$ cat src/rtl/btn_debounce_pkg.sv
// ============================================================================
// btn_debounce_pkg : shared state encoding and defaults for the debouncer
// Rev 1.0
// ============================================================================
`default_nettype none

package btn_debounce_pkg;

  typedef enum logic [1:0] {
    ST_IDLE    = 2'd0,
    ST_WAIT1   = 2'd1,
    ST_PRESSED = 2'd2,
    ST_WAIT0   = 2'd3
  } db_state_e;

  // 20 ms at 50 MHz
  localparam int unsigned C_DB_CYCLES_DEFAULT = 1_000_000;

endpackage

`default_nettype wire

$ cat src/rtl/btn_debounce_ch.sv
// ============================================================================
// btn_debounce_ch : one button channel - 2-flop sync, debounce FSM, counter
// Rev 1.0
// ============================================================================
`default_nettype none

module btn_debounce_ch
  import btn_debounce_pkg::*;
#(
  parameter int unsigned DB_CYCLES  = C_DB_CYCLES_DEFAULT,
  parameter bit          ACTIVE_LOW = 1'b1
) (
  input  logic clk,
  input  logic rst_n,
  input  logic i_btn,
  output logic o_level,
  output logic o_press,
  output logic o_release
);

  localparam int unsigned      CNT_W  = $clog2(DB_CYCLES + 1);
  localparam logic [CNT_W-1:0] C_TERM = CNT_W'(DB_CYCLES - 1);
  localparam logic [CNT_W-1:0] C_ONE  = CNT_W'(1);

  logic             w_pin;
  logic [1:0]       r_sync;
  logic             w_s;
  db_state_e        r_state;
  db_state_e        w_state_nxt;
  logic [CNT_W-1:0] r_cnt;
  logic [CNT_W-1:0] w_cnt_nxt;
  logic             r_level;
  logic             r_press;
  logic             r_release;
  logic             w_level_nxt;
  logic             w_press_nxt;
  logic             w_release_nxt;

  // Normalised so that 1 always means pressed; reset loads the released level
  assign w_pin = ACTIVE_LOW ? ~i_btn : i_btn;
  assign w_s   = r_sync[1];

  always_ff @(posedge clk or negedge rst_n) begin
    if (!rst_n) begin
      r_sync <= 2'b00;
    end else begin
      r_sync <= {r_sync[0], w_pin};
    end
  end

  always_ff @(posedge clk or negedge rst_n) begin
    if (!rst_n) begin
      r_state   <= ST_IDLE;
      r_cnt     <= '0;
      r_level   <= 1'b0;
      r_press   <= 1'b0;
      r_release <= 1'b0;
    end else begin
      r_state   <= w_state_nxt;
      r_cnt     <= w_cnt_nxt;
      r_level   <= w_level_nxt;
      r_press   <= w_press_nxt;
      r_release <= w_release_nxt;
    end
  end

  // Counter is reloaded on each WAIT entry and never runs past the terminal count
  always_comb begin
    w_state_nxt   = r_state;
    w_cnt_nxt     = r_cnt;
    w_press_nxt   = 1'b0;
    w_release_nxt = 1'b0;
    case (r_state)
      ST_IDLE: begin
        if (w_s) begin
          w_state_nxt = ST_WAIT1;
          w_cnt_nxt   = '0;
        end
      end
      ST_WAIT1: begin
        if (!w_s) begin
          w_state_nxt = ST_IDLE;
        end else if (r_cnt == C_TERM) begin
          w_state_nxt = ST_PRESSED;
          w_press_nxt = 1'b1;
        end else begin
          w_cnt_nxt = r_cnt + C_ONE;
        end
      end
      ST_PRESSED: begin
        if (!w_s) begin
          w_state_nxt = ST_WAIT0;
          w_cnt_nxt   = '0;
        end
      end
      ST_WAIT0: begin
        if (w_s) begin
          w_state_nxt = ST_PRESSED;
        end else if (r_cnt == C_TERM) begin
          w_state_nxt   = ST_IDLE;
          w_release_nxt = 1'b1;
        end else begin
          w_cnt_nxt = r_cnt + C_ONE;
        end
      end
      default: begin
        w_state_nxt = ST_IDLE;
      end
    endcase
    w_level_nxt = (w_state_nxt == ST_PRESSED) || (w_state_nxt == ST_WAIT0);
  end

  assign o_level   = r_level;
  assign o_press   = r_press;
  assign o_release = r_release;

endmodule

`default_nettype wire

$ cat src/rtl/btn_debounce.sv
// ============================================================================
// btn_debounce : N independent debounced button channels with press/release ticks
// Rev 1.0
// ============================================================================
`default_nettype none

module btn_debounce
  import btn_debounce_pkg::*;
#(
  parameter int unsigned N          = 2,
  parameter int unsigned DB_CYCLES  = C_DB_CYCLES_DEFAULT,
  parameter bit          ACTIVE_LOW = 1'b1
) (
  input  logic         clk,
  input  logic         reset_n,
  input  logic [N-1:0] btn,
  output logic [N-1:0] db_level,
  output logic [N-1:0] press_tick,
  output logic [N-1:0] release_tick
);

  for (genvar g = 0; g < N; g++) begin : g_ch
    btn_debounce_ch #(
      .DB_CYCLES  (DB_CYCLES),
      .ACTIVE_LOW (ACTIVE_LOW)
    ) u_ch (
      .clk       (clk),
      .rst_n     (reset_n),
      .i_btn     (btn[g]),
      .o_level   (db_level[g]),
      .o_press   (press_tick[g]),
      .o_release (release_tick[g])
    );
  end

endmodule

`default_nettype wire

$ cat config.mk
export PLATFORM = sky130hd
export DESIGN_NAME = btn_debounce
export DESIGN_NICKNAME = d
export VERILOG_FILES = /design/src/rtl/btn_debounce_pkg.sv /design/src/rtl/btn_debounce_ch.sv /design/src/rtl/btn_debounce.sv
export SDC_FILE = /design/constraint.sdc
export NUM_CORES = 1
export LEC_CHECK = 0
export ABC_AREA = 0
export CAP_MARGIN = 10
export CORE_ASPECT_RATIO = 1.4
export CORE_UTILIZATION = 63
export CTS_BUF_LIST = sky130_fd_sc_hd__clkbuf_4 sky130_fd_sc_hd__clkbuf_8
export CTS_CLUSTER_DIAMETER = 150
export DETAILED_ROUTE_END_ITERATION = 12
export PLACE_DENSITY = 0.88
export SLEW_MARGIN = 20
export SYNTH_ARGS = -nofsm -noshare
export SYNTH_HDL_FRONTEND = slang
export SYNTH_SLANG_ARGS = --single-unit
$ cat constraint.sdc
create_clock -name clk -period 2.4 [get_ports clk]
set_input_delay 0.6 -clock clk [delete_from_list [all_inputs] [get_ports clk]]
set_output_delay 0.6 -clock clk [all_outputs]
set_load 0.05 [all_outputs]
==> flow_metrics.py <==
metrics = {
    "run_status": {
        "status": "finished, final reports clean",
    },
    "clocking": {
        "cts_setup_buffers": 0,
        "cts_buffers": 5,
        "path_clk_slew_ps": 100,
        "cts.path.max_buffers": 2,
        "cts_resized": 0,
        "insertion_delay_ps": 310,
        "holdBufCountCts": 0,
        "cts_tree": "built",
        "h-tree-depth": 2,
        "cts-root-buf": "clkbuf_8",
        "cts.sink_count": 54,
    },
    "die": {
        "die_x_microns": 59.80,
        "core-area_sq_um": 4499,
        "fp-row-count": 29,
        "dieArea_sq_um": 4959,
        "pin_count": 10,
        "start_util": 0.6549,
        "die_y_microns": 82.92,
    },
    "logic_synthesis": {
        "synth.top_cell.area_share": 0.4586,
        "ys.flop_type": "dfrtp_1",
        "synth_cell_types": 54,
        "yosys_warnings": 0,
        "synth_edf_count": 0,
        "synth_largest_area_cell": "dfrtp_1",
        "synth_area_sq_um": 2947,
        "yosysSeqAreaShare": 0.4586,
        "synth_seq_cells": 54,
        "synth_nets": 309,
        "synth_area_leaders": "dfrtp_1 46%, nand2_1 5.0%, nand3_1 4.9%, o21ai_0 2.9%, nand4_1 2.5%",
        "syn-instance-count": 303,
        "async_flop_share": 1.000,
        "avgSynthCellArea_sq_um": 9.725,
    },
    "sta": {
        "finalWorstSetupSlack_ps": 334.5,
        "fmax_ghz": 0.4842,
        "rsz0062_at_grt": "no",
        "finalCritPeriodShare": 0.8606,
        "slew_headroom": 0.5701,
        "finalHoldViolations": 0,
        "layout_min_cycle_time_ps": 2065,
        "drv_slew": 0,
        "fin_setup_tns_ps": 0,
        "setup_violations": 0,
        "fin_skew_ps": 10.17,
        "worstMarginPinSlew_ps": 638.9,
    },
    "drt": {
        "drt_wl_total_mm": 5.871,
        "dr.pass1.iters": 4,
        "drtIter0Drc": 198,
        "viasPerCell": 6.389,
        "post_drt_wl_per_cell_microns": 15.87,
        "vias": 2364,
        "drc": 0,
        "ant_nets": 0,
    },
    "worst_setup_path": {
        "path_max_fanout": 25,
        "arrival_ps": 2320,
        "critPathKind": "reg -> reg",
        "worstPathRequired_ps": 2660,
        "critPathLaunchType": "flip-flop",
        "crit_path_end_kind": "flip-flop",
    },
    "grt": {
        "grt_first_pass_wirelength_mm": 10.13,
        "grt_util_all_layers": 0.2662,
        "grt_pass1_vias": 2299,
        "grt_max_degree": 36,
        "grt_antenna_before_repair": 0,
        "overflow": 0,
    },
    "worst_hold_path": {
        "hp-class": "in -> async",
    },
    "power_and_ir_drop": {
        "p_total_uw": 1731,
        "leakage_uw": 0.001385,
        "vdd_drop_max_mv": 0.5374,
        "power.density_nw_per_um2": 544.2,
    },
    "layout": {
        "final_layout_size_suffix_gt1_frac": 0.1006,
        "diodes": 0,
        "n_fill_cell": 357,
        "area_growth_pct": 7.941,
        "final_area_sq_um": 3181,
        "num-nets-final": 313,
    },
    "place": {
        "place_area_sq_um": 3067,
        "dp_slack_ps": 368.0,
        "io_buffers": 9,
        "place_hpwl_mm": 4.157,
        "gp_congestion": 0.9017,
    },
    "run": {
        "maxCapViolCount": 0,
    },
}
-- layout by cell type, fill, tap and decap left out, drive strengths merged, types with 3 or more instances in the layout --
cell type and n:
a21o 3, and4 3, dfrtp 54, o21a 3, nand3 30, mux2 7, nand4 13, nor3b 4
nor2 12, a22o 8, and3 6, nand2 40, clkbuf 5, o21ai 21, or4b 6, nor4 5
xor2 4, nor3 7, a31oi 5, nor4b 4, and2 6, buf 9, inv 6, clkdlybuf4s50 8
a21oi 4, o31ai 8
-- cell usage after synthesis (all sizes together) (5+ instances only) --
master  number
inv          6
buf         15
nor3         7
and3         6
nor4         5
o31ai        8
dfrtp       54
nand2       40
o21ai       21
a22o         8
nor2        12
or4b         6
clkbuf       5
nand4       13
a31oi        5
and2         6
nand3       30
mux2         7
-- cell type report --
class | count | area, sq um | area share
multi-input combinational | 222 | 1441 | 0.4532
sequential | 54 | 1351 | 0.4249
timing repair buffer | 17 | 170.2 | 0.05350
tap | 62 | 77.57 | 0.02439
clock buffer | 5 | 68.82 | 0.02164
clock inverter | 3 | 45.04 | 0.01416
inverter | 7 | 26.28 | 0.008261
-- critical path: stages, from the launching register on --
cell and delay, ps:
dfrtp_1 420, ha_1 260, and3_1 210, nand3_1 190, o31ai_4 130, buf_12 190, or4b_1 510, nand3_1 100
-- layer usage --
| metal | vias up | wire length [microns] | track usage |
|---|---|---|---|
| li1 | 1126 | - | - |
| met1 | 1159 | 2303 | 0.3130 |
| met2 | 60 | 3221 | 0.4535 |
| met3 | 19 | 194 | 0.04361 |
| met4 | 0 | 151 | 0.1290 |
| met5 | - | 0 | 0 |
-- worst paths after layout --
path	from	endpoint	slack [ps]	depth (start not counted)
max in group asynchronous	reset_n	g_ch[0].u_ch.r_cnt[16]$_DFFE_PN0P_	1620	2
min in group clk	g_ch[0].u_ch.r_sync[0]$_DFF_PN0_	g_ch[0].u_ch.r_sync[1]$_DFF_PN0_	360	0
hold reg to reg	g_ch[0].u_ch.r_sync[0]$_DFF_PN0_	g_ch[0].u_ch.r_sync[1]$_DFF_PN0_	360	0
hold / removal	reset_n	g_ch[1].u_ch.r_cnt[19]$_DFFE_PN0P_	230	1
setup reg to reg	g_ch[1].u_ch.r_cnt[0]$_DFFE_PN0P_	g_ch[1].u_ch.r_cnt[14]$_DFFE_PN0P_	330	7
setup / recovery	g_ch[1].u_ch.r_cnt[0]$_DFFE_PN0P_	g_ch[1].u_ch.r_cnt[14]$_DFFE_PN0P_	330	7
-- stage by stage --
step                instances  hold slack (ps)  utilization
finish                    370            231.6       0.7069
global route              370            253.8       0.7069
CTS                       370            236.4       0.7069
detailed placement        362            345.1       0.6816
global placement          362            333.5       0.6816
floorplan                 303            304.4            -
-- power breakdown --
group	leakage, uW	switching (uW)	internal [uW]
clock network	0.0000504	309	311
logic	0.000600	77.7	49.6
registers	0.000735	42.7	941
total	0.00139	429	1300
-- flip-flops by register name (all words and copies together) (netlist names) --
register / count
g_ch.u_ch.r_cnt: 40
g_ch.u_ch.r_state: 4
g_ch.u_ch.r_sync: 4
g_ch.u_ch.o_level: 2
g_ch.u_ch.o_press: 2
g_ch.u_ch.o_release: 2
-- kinds of logic (layout without fill, tap and decap cells) --
| group | count (synthesis) | in the layout | synth area share |
|---|---|---|---|
| compound gates | 59 | 59 | 0.1397 |
| xor+xnor | 6 | 6 | 0.02039 |
| fa+ha+maj | 2 | 2 | 0.008491 |
| buf+inv | 27 | 32 | 0.05223 |
| flops | 54 | 54 | 0.4586 |
| mux | 9 | 9 | 0.03609 |
| simple gates | 146 | 146 | 0.2845 |
No activity file was read; power rests on OpenSTA's default activity.
